## src/rtl/fnd_scan_ctrl_if.sv

```systemverilog
// Bus between the display-value producer and the 4-digit scan controller.
// The master side supplies the value to show; the slave side drives the
// nibble for seg_decoder and the active-low common-anode digit enables.
interface fnd_scan_ctrl_if;
  logic [15:0] value;
  logic [3:0]  dp_in;
  logic        load;
  logic        blank_lz;
  logic [3:0]  hex_value;
  logic        dp;
  logic [3:0]  com;
  logic        frame_start;

  modport master (
    output value, dp_in, load, blank_lz,
    input  hex_value, dp, com, frame_start
  );

  modport slave (
    input  value, dp_in, load, blank_lz,
    output hex_value, dp, com, frame_start
  );
endinterface

```

## src/rtl/fnd_scan_ctrl.sv

```systemverilog
// Four-digit time-multiplexed scan stage that feeds seg_decoder.
// Each digit is lit for SCAN_DIV cycles and then all digits go dark for
// GAP_CYC cycles, which suppresses ghosting. A new value is first held in a
// pending buffer and is only copied into the displayed copy at the frame
// boundary (GAP of digit 3 into SHOW of digit 0), so a frame never tears.
// All outputs come from registers and are computed from next-state values,
// so each output register lines up with the state it describes.
module fnd_scan_ctrl #(
  parameter int SCAN_DIV = 100000,
  parameter int GAP_CYC  = 1000
) (
  input  logic           clk,
  input  logic           reset,
  fnd_scan_ctrl_if.slave bus
);

  localparam int MAXC = (SCAN_DIV > GAP_CYC) ? SCAN_DIV : GAP_CYC;
  localparam int CW   = (MAXC > 1) ? $clog2(MAXC) : 1;

  localparam logic [CW-1:0] SHOW_LAST = CW'(SCAN_DIV - 1);
  localparam logic [CW-1:0] GAP_LAST  = CW'(GAP_CYC - 1);

  localparam logic [0:0] ST_SHOW = 1'b0;
  localparam logic [0:0] ST_GAP  = 1'b1;

  logic [0:0]    state_q, state_d;
  logic [1:0]    idx_q, idx_d;
  logic [CW-1:0] cnt_q, cnt_d;

  logic [15:0] shown_q, shown_d;
  logic [3:0]  shown_dp_q, shown_dp_d;
  logic [15:0] pend_q, pend_d;
  logic [3:0]  pend_dp_q, pend_dp_d;
  logic        pend_valid_q, pend_valid_d;

  logic [3:0]  com_q, com_d;
  logic [3:0]  hex_q, hex_d;
  logic        dp_q, dp_d;
  logic        fs_q, fs_d;

  logic        enter_show;
  logic        frame_swap;
  logic [15:0] shifted;
  logic [3:0]  sel_nib;
  logic [3:0]  blank;
  logic        zero3, zero32, zero321;

  // Phase sequencing: SHOW for SCAN_DIV cycles, then GAP for GAP_CYC cycles,
  // advancing the digit index only when GAP hands over to the next SHOW.
  always_comb begin
    state_d    = state_q;
    idx_d      = idx_q;
    cnt_d      = cnt_q + 1'b1;
    enter_show = 1'b0;
    if (state_q == ST_SHOW) begin
      if (cnt_q == SHOW_LAST) begin
        state_d = ST_GAP;
        cnt_d   = '0;
      end
    end else begin
      if (cnt_q == GAP_LAST) begin
        state_d    = ST_SHOW;
        idx_d      = idx_q + 2'd1;
        cnt_d      = '0;
        enter_show = 1'b1;
      end
    end
  end

  assign frame_swap = enter_show && (idx_q == 2'd3);

  // Pending buffer capture and frame-boundary swap; a load that lands on
  // the swap edge bypasses the buffer and is shown in the frame just starting.
  always_comb begin
    pend_d       = pend_q;
    pend_dp_d    = pend_dp_q;
    pend_valid_d = pend_valid_q;
    shown_d      = shown_q;
    shown_dp_d   = shown_dp_q;
    if (bus.load) begin
      pend_d       = bus.value;
      pend_dp_d    = bus.dp_in;
      pend_valid_d = 1'b1;
    end
    if (frame_swap) begin
      if (bus.load) begin
        shown_d      = bus.value;
        shown_dp_d   = bus.dp_in;
        pend_valid_d = 1'b0;
      end else if (pend_valid_q) begin
        shown_d      = pend_q;
        shown_dp_d   = pend_dp_q;
        pend_valid_d = 1'b0;
      end
    end
  end

  // Leading-zero blanking mask for the value about to be displayed; a digit
  // with its decimal point requested always stays lit.
  always_comb begin
    zero3   = (shown_d[15:12] == 4'h0);
    zero32  = zero3 && (shown_d[11:8] == 4'h0);
    zero321 = zero32 && (shown_d[7:4] == 4'h0);
    blank   = 4'b0000;
    if (bus.blank_lz) begin
      blank[3] = zero3   && !shown_dp_d[3];
      blank[2] = zero32  && !shown_dp_d[2];
      blank[1] = zero321 && !shown_dp_d[1];
    end
  end

  assign shifted = shown_d >> {idx_d, 2'b00};
  assign sel_nib = shifted[3:0];

  // Output next-state: digit outputs are set on SHOW entry and held for the
  // whole SHOW; GAP darkens everything but leaves hex_value unchanged.
  always_comb begin
    com_d = com_q;
    hex_d = hex_q;
    dp_d  = dp_q;
    fs_d  = 1'b0;
    if (state_d == ST_GAP) begin
      com_d = 4'b1111;
      dp_d  = 1'b0;
    end else if (enter_show) begin
      hex_d = sel_nib;
      fs_d  = (idx_d == 2'd0);
      if (blank[idx_d]) begin
        com_d = 4'b1111;
        dp_d  = 1'b0;
      end else begin
        com_d = ~(4'b0001 << idx_d);
        dp_d  = shown_dp_d[idx_d];
      end
    end
  end

  // State, buffers and output registers; reset restarts from the GAP before
  // digit 0 and ignores any load presented in the same cycle.
  always_ff @(posedge clk) begin
    if (reset) begin
      state_q      <= ST_GAP;
      idx_q        <= 2'd3;
      cnt_q        <= '0;
      shown_q      <= '0;
      shown_dp_q   <= '0;
      pend_q       <= '0;
      pend_dp_q    <= '0;
      pend_valid_q <= 1'b0;
      com_q        <= 4'b1111;
      hex_q        <= 4'h0;
      dp_q         <= 1'b0;
      fs_q         <= 1'b0;
    end else begin
      state_q      <= state_d;
      idx_q        <= idx_d;
      cnt_q        <= cnt_d;
      shown_q      <= shown_d;
      shown_dp_q   <= shown_dp_d;
      pend_q       <= pend_d;
      pend_dp_q    <= pend_dp_d;
      pend_valid_q <= pend_valid_d;
      com_q        <= com_d;
      hex_q        <= hex_d;
      dp_q         <= dp_d;
      fs_q         <= fs_d;
    end
  end

  assign bus.com         = com_q;
  assign bus.hex_value   = hex_q;
  assign bus.dp          = dp_q;
  assign bus.frame_start = fs_q;

endmodule

```

## src/flat_wrapper.sv

```systemverilog
// flat-port wrapper written by rule: the top's interface ports become plain ports
module fnd_scan_ctrl_flat 
#(
  parameter int SCAN_DIV = 100000,
  parameter int GAP_CYC  = 1000
)
  (clk, reset, bus_value, bus_dp_in, bus_load, bus_blank_lz, bus_hex_value, bus_dp, bus_com, bus_frame_start);
  fnd_scan_ctrl_if bus_i ();
  input  logic clk;
  input  logic reset;
  input wire logic [$bits(bus_i.value)-1:0] bus_value;
  input wire logic [$bits(bus_i.dp_in)-1:0] bus_dp_in;
  input wire logic [$bits(bus_i.load)-1:0] bus_load;
  input wire logic [$bits(bus_i.blank_lz)-1:0] bus_blank_lz;
  output wire logic [$bits(bus_i.hex_value)-1:0] bus_hex_value;
  output wire logic [$bits(bus_i.dp)-1:0] bus_dp;
  output wire logic [$bits(bus_i.com)-1:0] bus_com;
  output wire logic [$bits(bus_i.frame_start)-1:0] bus_frame_start;
  assign bus_i.value = bus_value;
  assign bus_i.dp_in = bus_dp_in;
  assign bus_i.load = bus_load;
  assign bus_i.blank_lz = bus_blank_lz;
  assign bus_hex_value = bus_i.hex_value;
  assign bus_dp = bus_i.dp;
  assign bus_com = bus_i.com;
  assign bus_frame_start = bus_i.frame_start;
  fnd_scan_ctrl #(.SCAN_DIV(SCAN_DIV), .GAP_CYC(GAP_CYC)) u_core (.clk(clk), .reset(reset), .bus(bus_i));
endmodule
```

## config.mk

```make
export PLATFORM = sky130hd
export DESIGN_NAME = fnd_scan_ctrl_flat
export DESIGN_NICKNAME = d
export VERILOG_FILES = /design/src/rtl/fnd_scan_ctrl_if.sv /design/src/rtl/fnd_scan_ctrl.sv /design/src/flat_wrapper.sv
export SDC_FILE = /design/constraint.sdc
export NUM_CORES = 1
export LEC_CHECK = 0
export CAP_MARGIN = 30
export CORE_ASPECT_RATIO = 0.6
export CORE_MARGIN = 4
export CORE_UTILIZATION = 51
export CTS_CLUSTER_DIAMETER = 100
export CTS_CLUSTER_SIZE = 12
export DETAILED_ROUTE_END_ITERATION = 12
export GPL_TIMING_DRIVEN = 0
export MAX_ROUTING_LAYER = met4
export PLACE_DENSITY = 0.76
export SLEW_MARGIN = 20
export SYNTH_ARGS = -nofsm -noshare
export SYNTH_HDL_FRONTEND = slang
export SYNTH_SLANG_ARGS = --single-unit
```

## constraint.sdc

```tcl
create_clock -name clk -period 2.9 [get_ports clk]
set_input_delay 0.58 -clock clk [delete_from_list [all_inputs] [get_ports clk]]
set_output_delay 0.58 -clock clk [all_outputs]
set_load 0.05 [all_outputs]
```

---- After elaboration in Yosys (flattened, before gate mapping) ----
Cells that the tools add are included.
cells by class
  $lt $le $gt $ge ......................... 1
  reduce and logical (&&, ||, !) cells .... 16
  shifts and indexed selects .............. 2
  equal/unequal tests ..................... 3
  bitwise logic cells ..................... 3
  add/sub/neg operators ................... 2
  mux-type cells .......................... 27
operator list
  cell                                                                          count
  17-bit 2-to-1 mux                                                             3
  16-bit 2-to-1 mux                                                             3
  17-bit by 1-bit adder with 17-bit output, second input constant               1
  17-bit by 10-bit equality test with 1-bit output, second input constant       1
  17-bit equality test, second input constant                                   1
  4-bit 2-to-1 mux                                                              4
  16-bit by 4-bit right shift with 4-bit output                                 1
  4-bit zero test                                                               3
  1-bit 2-to-1 mux                                                              12
  1-bit logical AND                                                             6
  1-bit binary-select mux with 2-bit select                                     2
  2-bit 2-to-1 mux                                                              2
  4-bit NOT                                                                     1
  1-bit by 2-bit << shifter with 4-bit output, first input constant             1
  1-bit zero test                                                               3
  2-bit by 3-bit less-than comparator with 1-bit output, second input constant  1
  3-bit 2-to-1 mux                                                              1
  3-bit OR reduction                                                            1
  2-bit by 1-bit adder with 2-bit output, second input constant                 1
  2-bit equality test, second input constant                                    1
  2-bit zero test                                                               1
  1-bit NOT                                                                     2
  2-bit AND reduction                                                           1
  2-bit OR reduction                                                            1
storage, ports and cells
  flip-flop bits (word level) ............. 71
  bits of input ports ..................... 24

---- Logic depth before layout (Yosys ltp) ----
  word-level depth ........................ 13
  mapped depth ............................ 11
  depth with buffers taken out ............ 8

---- Worst setup path before layout ----
OpenSTA, ideal clock, no wires.
  path type ............................... flip-flop to flip-flop
  start ................................... reg u_core.cnt_q[0]
  end ..................................... reg u_core.hex_q[3], in the netlist u_core.bus.hex_value[3]
  slack ................................... 0.132 ns
  clock period less this slack ............ 2.768 ns
  cell stages (with the launch flop) ...... 11
  path buffers ............................ 2
  data arrival time ....................... 2.645 ns
  cell sequence ........................... dfxtp_1 ha_1 nand4_1 or4_1 clkbuf_1 or4_1 buf_2 o221a_1 and3_1 nor4_1 o21ai_1
between the ends
  longest elaborated chain between the ends .. 6
  elaborated cells between the ends (all ways) .. 14
  classes of those cells .................. eq/ne: 2; shift: 1; mux: 8; bitwise: 1; reduce/logical: 2
RTL lines
  item                                              RTL line              source
  from (decl)                                       fnd_scan_ctrl.sv:28   logic [CW-1:0] cnt_q, cnt_d;
  from (signal assigned)                            fnd_scan_ctrl.sv:157  cnt_q <= cnt_d;
  17-bit by 10-bit equality test with 1-bit output  fnd_scan_ctrl.sv:61   if (cnt_q == GAP_LAST) begin
  1-bit 2-to-1 mux                                  fnd_scan_ctrl.sv:61
  1-bit 2-to-1 mux                                  fnd_scan_ctrl.sv:55   if (state_q == ST_SHOW) begin
  1-bit logical AND                                 fnd_scan_ctrl.sv:70   assign frame_swap = enter_show && (idx_q == 2'd3);
  16-bit 2-to-1 mux                                 fnd_scan_ctrl.sv:85   if (frame_swap) begin
  16-bit by 4-bit right shift with 4-bit output     fnd_scan_ctrl.sv:112  assign shifted = shown_d >> {idx_d, 2'b00};
  to (signal assigned)                              fnd_scan_ctrl.sv:151  hex_q <= 4'h0;
  to (signal assigned)                              fnd_scan_ctrl.sv:164  hex_q <= hex_d;
  to (decl)                                         fnd_scan_ctrl.sv:37   logic [3:0] hex_q, hex_d;
Parallel ways exist; a longest one is shown, timed or not.
A chain may end at the register's enable or synchronous reset.

---- Worst setup path in the final report ----
  start ................................... reg u_core.cnt_q[5]
  end ..................................... reg u_core.dp_q, in the netlist u_core.bus.dp
between the ends
  longest elaborated chain between the ends .. 13
  elaborated cells between the ends (all ways) .. 30
  classes of those cells .................. eq/ne: 2; mux: 15; reduce/logical: 13
RTL lines
  item                                              RTL line                                    source
  17-bit by 10-bit equality test with 1-bit output  fnd_scan_ctrl.sv:61
  1-bit 2-to-1 mux                                  fnd_scan_ctrl.sv:61
  1-bit 2-to-1 mux                                  fnd_scan_ctrl.sv:55
  1-bit logical AND                                 fnd_scan_ctrl.sv:70
  16-bit 2-to-1 mux                                 fnd_scan_ctrl.sv:85
  4-bit zero test (on tied branches)                fnd_scan_ctrl.sv:101, fnd_scan_ctrl.sv:102
  1-bit logical AND                                 fnd_scan_ctrl.sv:102                        zero32 = zero3 && (shown_d[11:8] == 4'h0);
  1-bit logical AND                                 fnd_scan_ctrl.sv:103                        zero321 = zero32 && (shown_d[7:4] == 4'h0);
  1-bit logical AND                                 fnd_scan_ctrl.sv:108                        blank[1] = zero321 && !shown_dp_d[1];
  3-bit 2-to-1 mux                                  fnd_scan_ctrl.sv:105                        if (bus.blank_lz) begin
  1-bit binary-select mux with 2-bit select         fnd_scan_ctrl.sv:128                        if (blank[idx_d]) begin
  1-bit 2-to-1 mux (implied by the code)            fnd_scan_ctrl.sv:128
  1-bit 2-to-1 mux                                  fnd_scan_ctrl.sv:128
  to (signal assigned)                              fnd_scan_ctrl.sv:165                        dp_q <= dp_d;
  to (decl)                                         fnd_scan_ctrl.sv:38                         logic dp_q, dp_d;
Parallel ways exist; a longest one is shown, timed or not. The select of a mux whose other input is x is not followed.

==> results.yml <==
run_status:
  status: "finished clean"
setup_path:
  path_cells: "nand3_2 > or4_4 > or4_4 > buf_6 > o211ai_1 > o22ai_1 > mux2i_1 > o22ai_1"
  cp_slowest_cell: "or4_4"
  worstSetupEndpointType: "flip-flop"
  crit_required_ns: 3.12
  cp_max_fo: 10
  startpoint_type: "flip-flop"
  crit_path_max_incr_delay_ns: 0.61
  crit_type: "flip-flop to flip-flop"
  crit_arrival_ns: 3.09
routing:
  routed_wirelength_mm: 8.967
  vias: 3020
  first_iter_violations: 263
  drc: 0
  ant_nets: 0
  viasPerCell: 5.898
  wl_per_cell_um: 17.51
  dr.pass1.iters: 5
clock_tree:
  htreeDepth: 3
  ctsHoldBuffers: 0
  cts_made_buffers: 9
  cts_tree: "yes"
  cts_sinks: 71
  cts_root_buf: "clkbuf_8"
  path_clk_slew_ns: 0.07
  clk-insertion-delay-late_ns: 0.35
  clockBufferDepth: 2
die:
  dieArea_sq_um: 7779
  rows: 22
  die_y_um: 69.94
  io_pins: 34
  die_w_um: 111.2
  initial_core_util_pct: 52.88
  core_sq_um: 6166
finish:
  area_growth_pct: 25.63
  nets: 449
  fin_area_sq_um: 4096
  antenna_cells: 0
  final_cells: 512
  layout-drive-gt1-share_pct: 14.25
  fin_util_pct: 66.44
sta:
  finalCritPeriodShare_pct: 98.87
  slew_violations: 0
  max_freq_mhz: 348.8
  worst_slew_pin_slew_ns: 0.8912
  clock_skew_ns: 0.006247
  finalSetupViolations: 0
  layout_setup_ws_ns: 0.03266
  worst_slew_margin_rel_pct: 40.59
  fin_hold_ws_ns: 0.4741
  period_needed_ns: 2.867
  final_hold_viol_count: 0
yosys:
  ys_seq_area_share_pct: 43.59
  syn_inst: 371
  yosys_warnings: 0
  syn_area_per_cell_sq_um: 8.789
  syn_area_sq_um: 3261
  ys_seq_elements: 71
  ys_types: 52
  syn-num-nets: 397
global_routing:
  grt_max_degree: 12
  antenna_found_initial: 0
  grt_pass1_vias: 2819
  grt_first_pass_wirelength_mm: 14.30
  grt_remaining_overflow: 0
  grt_usage_pct: 23.75
placement:
  pre_cts_slack_ns: -0.4917
  io_buffers: 32
  dp_hpwl_mm: 6.319
  place_area_sq_um: 3686
  dp_cells: 487
  gp_congestion: 0.9210
pwr:
  ir_worst_vdd_v: 0.0002934
  power_density_nw_per_um2: 472.3
  power.leakage_nw: 1.518
run:
  drv_cap: 0
min_path:
  hold_class: "flip-flop to flip-flop"
[final timing paths]
path / from / slack, ns / cells past startpoint / endpoint
worst min-delay path: u_core.bus.dp / 0.47 / 2 / u_core.bus.dp
worst max-delay path: u_core.cnt_q[5] / 0.03 / 8 / u_core.bus.dp
worst max register to register: u_core.cnt_q[5] / 0.03 / 8 / u_core.bus.dp
worst min register to register: u_core.bus.dp / 0.47 / 2 / u_core.bus.dp
[cell families after synthesis]
logic type | synth area share [%]
AND/OR/NAND/NOR | 26.06
AO/OA/AOI/OAI | 13.89
flip-flops | 43.59
adder cells (fa/ha/maj) | 0.7673
multiplexers | 8.097
buffers and inverters | 4.106
XOR/XNOR | 3.492
[area by class of cell]
cell class | instances | area (sq um)
flip-flops and latches | 71 | 1431
clock buffers | 12 | 145.1
multi-input cells | 269 | 1827
clock inverters | 4 | 45.04
repair buffers | 45 | 427.9
well taps | 84 | 105.1
inverters | 8 | 30.03
fillers | 525 | 2069
plain buffers | 19 | 85.08
[report_power, final]
group / switching, W / internal [W]
combinational: 0.0000700 / 0.0000689
clock: 0.000368 / 0.000417
sequential: 0.0000159 / 0.000995
total: 0.000454 / 0.00148
[what timing repair did]
item | 4_1_cts | 5_1_grt
gates resized for setup | 23 | 10
endpoints found under the hold margin | 0 | 0
setup endpoints to repair | 18 | 15
setup buffers | 7 | 5
pin swaps | 8 | 7
cloned | 0 | 0
[cell usage in the layout (no fill, tap or decap), types with 3 or more instances in the layout]
master           instances
dfxtp_1                 67
nor4b_1                  4
clkdlybuf4s50_1         32
and2_1                   3
a21oi_1                  8
clkbuf_1                15
nand2b_1                 4
clkbuf_2                 3
nand3_1                 12
or3_1                    5
inv_1                    8
nor2_1                  68
a31oi_1                  3
clkinv_2                 3
nand3b_1                10
nor2b_1                  5
nand2_1                 13
xnor2_1                  6
and3_1                   3
or4_4                    3
nor3_1                  11
xor2_1                   7
clkbuf_8                10
nor3b_1                  6
buf_4                   11
nand4_1                  3
o221ai_2                 4
o211ai_1                 8
mux2i_1                 25
o21ai_0                 10
o22ai_1                  9
o21bai_1                 5
[layer usage]
layer  track usage (%)  vias to the layer above  wire, um
li1                  -                     1432         -
met1             32.67                     1430      4304
met2             32.06                      143      3622
met3             9.437                       15       927
met4             6.748                        0       112
met5                 -                        -         0
[flip-flops by register name (all words and copies together) (netlist names)]
name / cells
u_core.state_q: 1
u_core.shown_q: 16
u_core.bus.com: 4
u_core.bus.hex_value: 4
u_core.pend_valid_q: 1
u_core.idx_q: 2
u_core.pend_q: 16
u_core.bus.dp: 1
u_core.pend_dp_q: 4
u_core.cnt_q: 17
u_core.shown_dp_q: 4
u_core.bus.frame_start: 1
[metrics by stage]
stage	TNS (ns)	total power [W]
floorplan	0	0.001099
global placement	-2.657	0.001154
detailed placement	-3.603	0.001157
CTS	0	0.001929
global route	-0.02459	0.001998
finish	0	0.001935
[critical path: cells and delay by family, from the launching register on]
family,cells,cell delay [ns]
buf+inv,1,0.18
mux,1,0.19
compound gates,3,0.56
simple gates,3,1.35
flops,1,0.45
[Yosys cell counts (all sizes together)]
| library cell | number | share of area (%) |
|---|---|---|
| nor2b | 5 | 0.96 |
| nand3 | 13 | 2.0 |
| a21oi | 8 | 1.2 |
| o21ai | 12 | 1.8 |
| o21bai | 5 | 1.2 |
| mux2i | 26 | 8.1 |
| buf | 6 | 1.2 |
| nor3 | 12 | 1.8 |
| a31oi | 3 | 0.58 |
| or4 | 5 | 1.3 |
| o221ai | 6 | 1.8 |
| nand2 | 13 | 1.5 |
| nor4 | 3 | 0.77 |
| and3 | 3 | 0.58 |
| clkbuf | 17 | 2.0 |
| nor4b | 4 | 1.1 |
| dfxtp | 71 | 44 |
| xnor2 | 6 | 1.6 |
| nand2b | 4 | 0.77 |
| nand4 | 3 | 0.58 |
| and2 | 3 | 0.58 |
| xor2 | 7 | 1.9 |
| o221a | 4 | 1.4 |
| ha | 2 | 0.77 |
| a21o | 1 | 0.23 |
| o31ai | 2 | 0.61 |
| o211ai | 9 | 2.2 |
| o22a | 1 | 0.27 |
| and3b | 1 | 0.27 |
| o32a | 1 | 0.31 |
| nor2 | 69 | 7.9 |
| nor3b | 6 | 1.4 |
| o22ai | 9 | 1.7 |
| inv | 8 | 0.92 |
| a311oi | 1 | 0.27 |
| and4 | 1 | 0.27 |
| nand3b | 10 | 2.3 |
| a31o | 1 | 0.27 |
| or2 | 4 | 0.84 |
| or3 | 6 | 1.2 |
Power figures use the tool's default switching activity.
